### src/rtl/auto_player.sv
// Computer paddle opponent: compares ball column with paddle position and emits
// one press/release pulse per step, followed by an optional reaction pause.
module auto_player #(
  parameter int BIT_WIDTH      = 3,
  parameter int SIZE           = 2,
  parameter int PRESS_CYCLES   = 2,
  parameter int RELEASE_CYCLES = 2,
  parameter int REACT_DELAY    = 4
) (
  input  logic                 clk,
  input  logic                 rst_n,
  input  logic                 en,
  input  logic                 ball_valid,
  input  logic [BIT_WIDTH-1:0] ball_col,
  input  logic [BIT_WIDTH-1:0] state_left,
  output logic                 left,
  output logic                 right,
  output logic                 busy
);
  localparam int CNT_MAX_A = (PRESS_CYCLES > RELEASE_CYCLES) ? PRESS_CYCLES : RELEASE_CYCLES;
  localparam int CNT_MAX   = (CNT_MAX_A > REACT_DELAY) ? CNT_MAX_A : REACT_DELAY;
  localparam int CW        = (CNT_MAX > 1) ? $clog2(CNT_MAX) : 1;

  localparam logic [CW-1:0] P_LAST = CW'(PRESS_CYCLES - 1);
  localparam logic [CW-1:0] R_LAST = CW'(RELEASE_CYCLES - 1);
  localparam logic [CW-1:0] W_LAST = CW'((REACT_DELAY > 0) ? REACT_DELAY - 1 : 0);

  localparam logic [BIT_WIDTH-1:0] MIN_LEFT = BIT_WIDTH'(1);
  localparam logic [BIT_WIDTH-1:0] MAX_LEFT = BIT_WIDTH'(2**BIT_WIDTH - 1 - SIZE);

  typedef enum logic [1:0] {S_IDLE, S_PRESS, S_RELEASE, S_WAIT} state_t;

  state_t          r_state, w_state_nxt;
  logic [CW-1:0]   r_cnt, w_cnt_nxt;
  logic            r_left, r_right, r_busy;
  logic            w_left_nxt, w_right_nxt;
  logic [BIT_WIDTH:0] w_redge;
  logic            w_want_left, w_want_right;

  // Right edge is one bit wider so a paddle at the far edge cannot wrap.
  assign w_redge      = {1'b0, state_left} + (BIT_WIDTH+1)'(SIZE - 1);
  assign w_want_left  = (ball_col < state_left) && (state_left != MIN_LEFT);
  assign w_want_right = ({1'b0, ball_col} > w_redge) && (state_left != MAX_LEFT);

  always_comb begin
    w_state_nxt = r_state;
    w_cnt_nxt   = r_cnt;
    w_left_nxt  = r_left;
    w_right_nxt = r_right;
    if (!en) begin
      w_state_nxt = S_IDLE;
      w_cnt_nxt   = '0;
      w_left_nxt  = 1'b0;
      w_right_nxt = 1'b0;
    end else begin
      case (r_state)
        S_IDLE: begin
          w_cnt_nxt   = '0;
          w_left_nxt  = 1'b0;
          w_right_nxt = 1'b0;
          if (ball_valid && w_want_left) begin
            w_state_nxt = S_PRESS;
            w_left_nxt  = 1'b1;
          end else if (ball_valid && w_want_right) begin
            w_state_nxt = S_PRESS;
            w_right_nxt = 1'b1;
          end
        end
        S_PRESS: begin
          if (r_cnt == P_LAST) begin
            w_state_nxt = S_RELEASE;
            w_cnt_nxt   = '0;
            w_left_nxt  = 1'b0;
            w_right_nxt = 1'b0;
          end else begin
            w_cnt_nxt = r_cnt + CW'(1);
          end
        end
        S_RELEASE: begin
          if (r_cnt == R_LAST) begin
            w_state_nxt = (REACT_DELAY == 0) ? S_IDLE : S_WAIT;
            w_cnt_nxt   = '0;
          end else begin
            w_cnt_nxt = r_cnt + CW'(1);
          end
        end
        S_WAIT: begin
          if (r_cnt == W_LAST) begin
            w_state_nxt = S_IDLE;
            w_cnt_nxt   = '0;
          end else begin
            w_cnt_nxt = r_cnt + CW'(1);
          end
        end
        default: begin
          w_state_nxt = S_IDLE;
          w_cnt_nxt   = '0;
          w_left_nxt  = 1'b0;
          w_right_nxt = 1'b0;
        end
      endcase
    end
  end

  always_ff @(posedge clk or negedge rst_n) begin
    if (!rst_n) begin
      r_state <= S_IDLE;
      r_cnt   <= '0;
      r_left  <= 1'b0;
      r_right <= 1'b0;
      r_busy  <= 1'b0;
    end else begin
      r_state <= w_state_nxt;
      r_cnt   <= w_cnt_nxt;
      r_left  <= w_left_nxt;
      r_right <= w_right_nxt;
      r_busy  <= (w_state_nxt != S_IDLE);
    end
  end

  assign left  = r_left;
  assign right = r_right;
  assign busy  = r_busy;
endmodule

### config.mk
export PLATFORM = sky130hd
export DESIGN_NAME = auto_player
export DESIGN_NICKNAME = d
export VERILOG_FILES = /design/src/rtl/auto_player.sv
export SDC_FILE = /design/constraint.sdc
export NUM_CORES = 1
export LEC_CHECK = 0
export CAP_MARGIN = 20
export CORE_AREA = 2 2 39 41
export DETAILED_ROUTE_END_ITERATION = 12
export DIE_AREA = 0 0 41 43
export DONT_BUFFER_PORTS = 1
export PLACE_DENSITY = 0.6
export SLEW_MARGIN = 20
export SYNTH_ARGS = -nofsm -noshare
export SYNTH_HDL_FRONTEND = slang
export SYNTH_SLANG_ARGS = --single-unit
export TNS_END_PERCENT = 5
### constraint.sdc
create_clock -name clk -period 2 [get_ports clk]
set_clock_uncertainty 0.05 [all_clocks]
set_input_delay 0.3 -clock clk [delete_from_list [all_inputs] [get_ports clk]]
set_output_delay 0.3 -clock clk [all_outputs]
set_load 0.02 [all_outputs]
==> results of run 1 <==
-- routing by layer --
layer / vias to the layer above / part of all wire
met5: - / 0
met4: 0 / 0
met3: 0 / 0.037
met2: 6 / 0.49
met1: 226 / 0.47
li1: 247 / -
-- cells by family after synthesis --
group	count (synthesis)
AO/OA/AOI/OAI	19
XOR/XNOR	1
adder cells (fa/ha/maj)	15
buffers and inverters	10
flip-flops	7
AND/OR/NAND/NOR	15
-- metrics by stage --
step | setup slack [ns] | total power (uW) | util
final | 0.240 | 428 | 0.526
after global routing | 0.183 | 463 | 0.526
after CTS | 0.241 | 434 | 0.526
after detailed placement | -0.0130 | 301 | 0.500
after global placement | 0.0116 | 301 | 0.500
after floorplan | 0.0465 | 274 | -
-- how the worst max path moves through the flow --
stage            to          start  cells after the start  slack [ns]
3_5_place_dp   busy  state_left[1]                      8       -0.01
4_1_cts        busy  state_left[1]                      8        0.24
3_3_place_gp   busy  state_left[1]                      8        0.01
2_1_floorplan  busy  state_left[1]                      8        0.05
6_report       busy  state_left[1]                      8        0.24
5_1_grt        busy     r_state[1]                      7        0.18
-- placed cells by master, fill, tap and decap left out, types with 2 or more instances in the layout --
cell type / n
clkbuf_4: 3
a21oi_1: 4
inv_1: 9
ha_1: 13
o21a_1: 3
nand3_1: 2
ha_4: 2
nor2_1: 3
nand2_1: 2
nor2b_1: 2
o21ai_0: 3
nand2b_1: 4
dfrtp_1: 7
-- sequential cells by signal, indices dropped and copies added (netlist names) --
register,flops
left,1
r_state,2
r_cnt,2
busy,1
right,1
-- cell type report --
cell class / instances / area, um^2 / share of cell area
Multi-Input combinational cell: 50 / 452 / 0.620
Sequential cell: 7 / 175 / 0.241
Clock buffer: 4 / 26.3 / 0.0361
Timing Repair Buffer: 2 / 17.5 / 0.0241
Tap cell: 16 / 20.0 / 0.0275
Inverter: 10 / 37.5 / 0.0515
-- power by group --
| group | total [uW] | switching (uW) | internal (uW) |
|---|---|---|---|
| Combinational | 127 | 68.0 | 59.5 |
| Clock | 125 | 48.9 | 75.9 |
| Sequential | 176 | 21.1 | 155 |
| Total | 428 | 138 | 290 |
-- worst register-to-register path: cells and delay by family, from the launching register on --
family                     cells  cell delay (ns)
AOI/OAI and AO/OA              3             0.54
adders and majority gates      1             0.22
buffers and inverters          2             0.20
DFF                            1             0.41
and+or+nand+nor                1             0.21
==> impl_results.md, run 1 <==
- CTS root buffer: clkbuf_4
- Routed WL: 1120 um
- Slowest cell on crit path: o311a_1
- Hold Path End: left
- Status: finished, final reports clean
- ANT cells: 0
- Synth-to-Final Area Change: 13.9%
- Largest family of logic cells by synthesized area: adder cells
- Fraction of layout cells with a size suffix above 1: 0.123
- CP arrival: 1.84 ns
- XOR/XNOR Fraction of Synth Area: 0.0137
- WHS: 0.145 ns
- Post-synthesis sequential area ratio: 0.274
- Clock Pin Slew Worst Setup and Hold Paths: 0.05 ns
- Final worst path period need: 1.76 ns
- Synth cell types: 23
- Syn_nets: 92
- Hpwl dp: 945 um
- Worst-case clock buffer depth: 2
- Placed cell count: 84
- Number of synthesized register bits: 7
- Row cnt: 14
- Largest stage delay, worst path: 0.31 ns
- Hold path start: en
- Met1 Use GR: 0.170
- Simple-gate portion of the synthesized area: 0.127
- Worst Reg2Reg Path Length in Cells: 7
- Die area: 1760 um^2
- Netlist Area Pre-Place: 639 um^2
- Via count of the first global-routing pass: 467
- GRT Overall Usage: 0.153
- CP Class: in -> reg
- Non-filler instance count after layout: 89
- Setup violators final: 0
- Slew HR: 0.757
- Placeable Area: 1380 um^2
- Yosys warnings: 0
- First-pass GRT wire length: 1790 um
- Critical-path maximum fanout: 3
- Final period util: 0.880
- Final hold vios: 0
- Io pins: 13
- Cells on Worst Hold Path: 1
- Setup bufs post-CTS: 0
- Post-CTS Resized: 0
- IO buf count: 0
- DRT iter0 DRCs: 5
- Synth Area per Inst: 9.54 um^2
- Crit-path most repeated cell: ha_4
- Gate Count Post-Synth: 67
- Synth cell count leaders: 15 x ha_1, 10 x inv_1, 7 x dfrtp_1, 4 x a21oi_1, 4 x nand2b_1
- Grt ovf: 0
- Starting Density: 0.462
- RSZ-0062 raised after global routing: no
- Worst hold path class: in -> reg
- Pin count of the biggest net entering global routing: 8
- Max_cap viols: 0
- Static Leak: 0.000339 uW
- Top-count cell post-synth: ha_1
- Avg WL per Cell: 12.6 um
- CTS tree: done
- Mux contribution to synthesized area: 0
- Post-cts hold buffer count: 1
- Met3 GRT Util: 0.0838
- Synth area leader: ha_1
- Cell Pwr Density: 588 nW/um^2
- Worst vdd ir: 0.414 mV
- Die height: 43 um
- Kind of cell adding the most delay to the critical path: compound AO/OA/AOI/OAI gates
- Setup crit end kind: flip-flop
- RR Startpoint: r_state[1]
- Main synth FF type: dfrtp_1
- DR DRC count: 0
- Busiest layer in global routing: met2
- Total Nets Final: 99
- Worst slew pin tran: 0.364 ns
- R2r endpoint: busy
- H-tree levels: 1
- Post-synth EDFFs: 0
- Worst path bufs/invs: 1
- DRT Pass-1 Iters: 4
- Adder-cell share of the synthesized area: 0.294
- R2R Setup Slk: 0.26 ns
- Post-DRT Antenna Nets: 0
- Clk_lat worst skew: 0.25 ns
- Worst endpoint required time: 2.08 ns
- Final non-filler cell area: 728 um^2
- Fmax: 568 MHz
- Initial antenna violation count: 0
- Setup TNS: 0 ns
- Critical path launch point type: primary input
- Largest cells by area after synthesis: ha_1 29%, dfrtp_1 27%, inv_1 5.9%
- Met2 Use GR: 0.241
- Placer Congestion: 0.833
- Complex-gate fraction of the synthesized area: 0.233
- Area after DPL: 692 um^2
- Synth async-reset ratio: 1.00
- Slew Viols, Final: 0
- TritonCTS Buffers: 3
- Fillcell total: 126
- Via Count: 479
- DR vias/cell: 5.38
- Top-area cell type share of the netlist area: 0.294
- Width of the die: 41 um
- CTS sink count: 7
- Crit-path cells: inv_2 -> ha_4 -> ha_4 -> nor2b_1 -> o21a_1 -> o221a_4 -> o311a_1 -> or2_1
No activity file was read; power rests on OpenSTA's default activity.
==> run 2: changes to the inputs <==
--- a/config.mk
+++ b/config.mk
@@ -11,6 +11,7 @@
 export DIE_AREA = 0 0 41 43
 export DONT_BUFFER_PORTS = 1
 export PLACE_DENSITY = 0.6
+export REMOVE_ABC_BUFFERS = 1
 export SLEW_MARGIN = 20
 export SYNTH_ARGS = -nofsm -noshare
 export SYNTH_HDL_FRONTEND = slang
==> run 2 against run 1 <==
Worst hold slack worse by 0.0066 ns. Via count is 3.8% higher. Fmax is 8.1% lower. Sequential share of layout area is 0.083 points higher. Sequential power hardly changed. Non-clock buffer count is 2 higher. Highest routed layer unchanged.
==> impl_results.md, run 2 (synthesis results as in run 1) <==
- CTS root buffer: clkbuf_4
- Fmax: 522 MHz
- Non-filler instance count after layout: 91
- Max_cap viols: 0
- Placed cell count: 86
- Routed WL: 1140 um
- Clock power frac: 0.296
- ANT cells: 0
- Uppermost routed layer: met3
- Post-DRT Antenna Nets: 0
- Int Pwr: 290 uW
- Slew Viols, Final: 0
- Worst hold path class: in -> reg
- Comb pwr share: 0.294
- DRT Pass-1 Iters: 4
- CP arrival: 2.00 ns
- Cell Pwr Density: 591 nW/um^2
- DR DRC count: 0
- CP Class: in -> reg
- Worst-case clock buffer depth: 2
- Final period util: 0.957
- Most frequent cells in the layout: 15 x ha_1, 10 x inv_1, 7 x dfrtp_1
- Starting Density: 0.462
- Via count of the first global-routing pass: 507
- Sw Share: 0.324
- DRT iter0 DRCs: 2
- Final worst path period need: 1.91 ns
- Sequential power share: 0.410
- Setup bufs post-CTS: 0
- Met2 WL: 611 um
- Worst endpoint required time: 2.08 ns
- Io pins: 13
- Critical-path maximum fanout: 3
- Power consumption: 429 uW
- Area of the multi-input gates: 434 um^2
- Finished Core Util: 0.524
- Worst vdd ir: 0.345 mV
- DR vias/cell: 5.46
- Static Leak: 0.000352 uW
- Commonest non-fill, non-tap cell in the layout: ha_1
- Final hold vios: 0
- Worst slew pin tran: 0.381 ns
- Fraction of layout cells with a size suffix above 1: 0.120
- P_sw: 139 uW
- Pin count of the biggest net entering global routing: 8
- Synth-to-Final Area Change: 13.5%
- Width of the die: 41 um
- Placeable Area: 1380 um^2
- CTS sink count: 7
- WL met1: 483 um
- Clock Pin Slew Worst Setup and Hold Paths: 0.05 ns
- FF/Latch Area: 175 um^2
- Hpwl dp: 968 um
- Via Count: 497
- Clk_lat worst skew: 0.25 ns
- CTS tree: done
- Placer Congestion: 0.759
- IO buf count: 0
- Slew HR: 0.745
- Setup crit end kind: flip-flop
- Die height: 43 um
- Total Nets Final: 101
- TritonCTS Buffers: 3
- H-tree levels: 1
- Avg WL per Cell: 12.5 um
- GRT Overall Usage: 0.160
- Setup violators final: 0
- Met3 WL: 40 um
- Status: finished, final reports clean
- Fillcell total: 144
- Regs by FF count: r_cnt (2), r_state (2)
- RSZ-0062 raised after global routing: no
- Row cnt: 14
- First-pass GRT wire length: 1900 um
- Die area: 1760 um^2
- Critical path launch point type: primary input
- Grt ovf: 0
- Initial antenna violation count: 0
==> run 2: final timing paths <==
check / start / to / slack (ns) / cells past startpoint
min in group asynchronous: rst_n / r_cnt[0] / 0.32 / 1
max in group asynchronous: rst_n / busy / 1.34 / 1
worst min-delay path: en / r_state[0] / 0.14 / 1
worst max-delay path: state_left[1] / busy / 0.09 / 8
worst min register to register: r_cnt[0] / r_cnt[0] / 0.46 / 1
worst max register to register: r_state[1] / busy / 0.23 / 7
==> run 2: timing repair <==
item / 4_1_cts / 5_1_grt
resized for setup: 0 / 1
setup endpoints to repair: 0 / 1
hold buffers: 1 / 0
hold endpoints to repair: 7 / 0
==> run 2: critical path, stage by stage <==
cell	delay [ns]
inv_1	0.03
ha_1	0.27
ha_1	0.28
nor2b_1	0.13
o21a_1	0.17
o221a_4	0.23
o311a_1	0.35
or2_1	0.23
==> run 2: through the flow <==
step / hold WS [ns] / TNS (ns) / instance area, um^2 / setup slack, ns
floorplan: -0.0456 / -0.132 / 639 / -0.132
global placement: -0.0455 / -0.249 / 682 / -0.163
detailed placement: -0.0455 / -0.268 / 682 / -0.189
CTS: 0.132 / 0 / 718 / 0.0780
global route: 0.128 / 0 / 726 / 0.00960
finish: 0.138 / 0 / 726 / 0.0856
==> run 2: layout make-up <==
class	count	share of cell area
Tap cell	16	0.0276
Timing Repair Buffer	4	0.0448
Multi-Input combinational cell	50	0.598
Clock buffer	4	0.0362
Sequential cell	7	0.241
Inverter	10	0.0517
==> run 2: per-layer routing <==
| metal | global-route usage | up-vias |
|---|---|---|
| met5 | 0 | - |
| met4 | 0.0400 | 0 |
| met3 | 0.0785 | 0 |
| met2 | 0.269 | 9 |
| met1 | 0.170 | 237 |
| li1 | - | 251 |
==> run 2: power by group through the flow <==
stage | registers, uW | clock network, uW | logic (uW)
after floorplan | 175 | 0 | 93.4
after global placement | 178 | 0 | 119
after detailed placement | 179 | 0 | 121
after CTS | 176 | 133 | 127
after global routing | 178 | 143 | 144
final | 176 | 127 | 126
==> run 3: changes to the inputs <==
--- a/config.mk
+++ b/config.mk
@@ -6,11 +6,11 @@
 export NUM_CORES = 1
 export LEC_CHECK = 0
 export CAP_MARGIN = 20
-export CORE_AREA = 2 2 39 41
+export CORE_MARGIN = 1.5
+export CORE_UTILIZATION = 35
 export DETAILED_ROUTE_END_ITERATION = 12
-export DIE_AREA = 0 0 41 43
 export DONT_BUFFER_PORTS = 1
-export PLACE_DENSITY = 0.6
+export PLACE_DENSITY = 0.46
 export REMOVE_ABC_BUFFERS = 1
 export SLEW_MARGIN = 20
 export SYNTH_ARGS = -nofsm -noshare
==> run 3 against run 2 <==
Combinational power is 3% lower. Design area is 0.52% higher. Critical path type unchanged. Global-route usage is 3.0 points lower. Die area is 19% higher. Fmax is 1.2% lower. Utilization is 10 points lower. Setup slack worse by 0.023 ns.
==> impl_results.md, run 3 (synthesis results as in run 1) <==
- Non-filler instance count after layout: 100
- Worst Reg2Reg Path Length in Cells: 7
- Hold Path End: r_state[0]
- DR DRC count: 0
- Fraction of layout cells with a size suffix above 1: 0.107
- Post-DRT Antenna Nets: 0
- Final period util: 0.969
- R2R Setup Slk: 0.26 ns
- Width of the die: 45.7 um
- Fmax: 516 MHz
- DRT Pass-1 Iters: 4
- IO buf count: 0
- Sequential power share: 0.414
- Setup bufs post-CTS: 0
- Synth-to-Final Area Change: 14.1%
- Setup TNS: 0 ns
- CP arrival: 2.02 ns
- RR Startpoint: r_state[1]
- Grt ovf: 0
- Via Count: 473
- Initial antenna violation count: 0
- DRT iter0 DRCs: 5
- ANT cells: 0
- H-tree levels: 1
- Post-route setup slack: 0.0630 ns
- Starting Density: 0.370
- Commonest non-fill, non-tap cell in the layout: ha_1
- Via count of the first global-routing pass: 459
- Setup violators final: 0
- Post-CTS Resized: 0
- Worst slew pin tran: 0.363 ns
- GRT Overall Usage: 0.131
- Worst vdd ir: 0.314 mV
- Critical-path maximum fanout: 3
- Worst-case clock buffer depth: 2
- Slew HR: 0.758
- Comb pwr share: 0.288
- Die area: 2090 um^2
- Sw Share: 0.319
- Cell Pwr Density: 581 nW/um^2
- Avg WL per Cell: 11.4 um
- Crit-path most repeated cell: ha_1
- Slowest cell on crit path: o311a_1
- Final hold vios: 0
- Clock Pin Slew Worst Setup and Hold Paths: 0.05 ns
- CTS root buffer: clkbuf_4
- Setup crit end kind: flip-flop
- Die height: 45.7 um
- Status: finished, final reports clean
- Clock power frac: 0.298
- Finished Core Util: 0.422
- Routed WL: 1140 um
- Max_cap viols: 0
- Placeable Area: 1730 um^2
- CTS tree: done
- Worst endpoint required time: 2.08 ns
- Pin count of the biggest net entering global routing: 8
- Crit-path cells: inv_1 -> ha_1 -> ha_1 -> nor2b_1 -> o21a_1 -> o221a_4 -> o311a_1 -> or2_1
- Worst path bufs/invs: 1
- Critical path launch point type: primary input
- Total Nets Final: 101
- Regs by FF count: r_cnt (2), r_state (2)
- Setup WS pre-CTS: -0.194 ns
- R2r endpoint: busy
- Int Pwr: 289 uW
- First-pass GRT wire length: 1950 um
- Final worst path period need: 1.94 ns
- Worst hold path class: in -> reg
- CP Class: in -> reg
- CTS sink count: 7
- DR vias/cell: 4.73
- Static Leak: 0.000350 uW
- Hold path start: en
- P_sw: 135 uW
- Placed cell count: 95
- Slew Viols, Final: 0
- Kind of cell adding the most delay to the critical path: compound AO/OA/AOI/OAI gates
- Most frequent cells in the layout: 15 x ha_1, 10 x inv_1, 7 x dfrtp_1
- RSZ-0062 raised after global routing: no
- Cells on Worst Hold Path: 1
- Hpwl dp: 949 um
- Clk_lat worst skew: 0.25 ns
- Largest stage delay, worst path: 0.36 ns
- TritonCTS Buffers: 3
- Placer Congestion: 0.782
- Io pins: 13
- Post-cts hold buffer count: 1
- Row cnt: 15
==> run 3: changes by cell type in the layout (fill, tap and decap cells not counted) <==
cell and delta:
o32ai_1 +1, o32ai_2 -1
==> run 3: worst max-delay path by stage <==
stage / cells after the start / start / slack, ns / endpoint
after detailed placement: 8 / state_left[1] / -0.19 / busy
final: 8 / state_left[1] / 0.06 / busy
after floorplan: 8 / state_left[1] / -0.13 / busy
after global placement: 8 / state_left[1] / -0.17 / busy
after CTS: 8 / state_left[1] / 0.06 / busy
after global routing: 8 / state_left[1] / 0.007 / busy
==> run 3: per-stage QoR <==
stage | power, uW | hold slack (ns) | cell area, um^2
after global placement | 299 | -0.0455 | 693
after global routing | 463 | 0.132 | 729
after floorplan | 268 | -0.0456 | 639
final | 424 | 0.144 | 729
after detailed placement | 297 | -0.0454 | 693
after CTS | 432 | 0.134 | 729
==> run 3: area by class of cell <==
class / count / area (um^2)
multi-input combinational: 50 / 427
sequential: 7 / 175
timing repair buffer: 4 / 32.5
tap: 25 / 31.3
inverter: 10 / 37.5
clock buffer: 4 / 26.3
fill: 187 / 997
==> run 3: metal layers <==
layer / track usage / vias to the layer above / share of wire
met5: 0 / - / 0
met4: 0 / 0 / 0
met3: 0.0754 / 0 / 0.040
met2: 0.206 / 8 / 0.51
met1: 0.166 / 214 / 0.45
li1: - / 251 / -
==> run 3: worst reg2reg max path: cells and delay by family, from the launching register on <==
family / cells / cell delay, ns
AOI/OAI and AO/OA: 3 / 0.51
adders and majority gates: 1 / 0.23
buffers and inverters: 2 / 0.21
DFF: 1 / 0.41
and+or+nand+nor: 1 / 0.23
==> run 3: power groups by stage <==
stage	registers [uW]	clock network (uW)	logic (uW)
finish	176	126	122
global route	177	145	141
CTS	176	131	125
detailed placement	179	0	119
global placement	179	0	120
floorplan	175	0	93.4
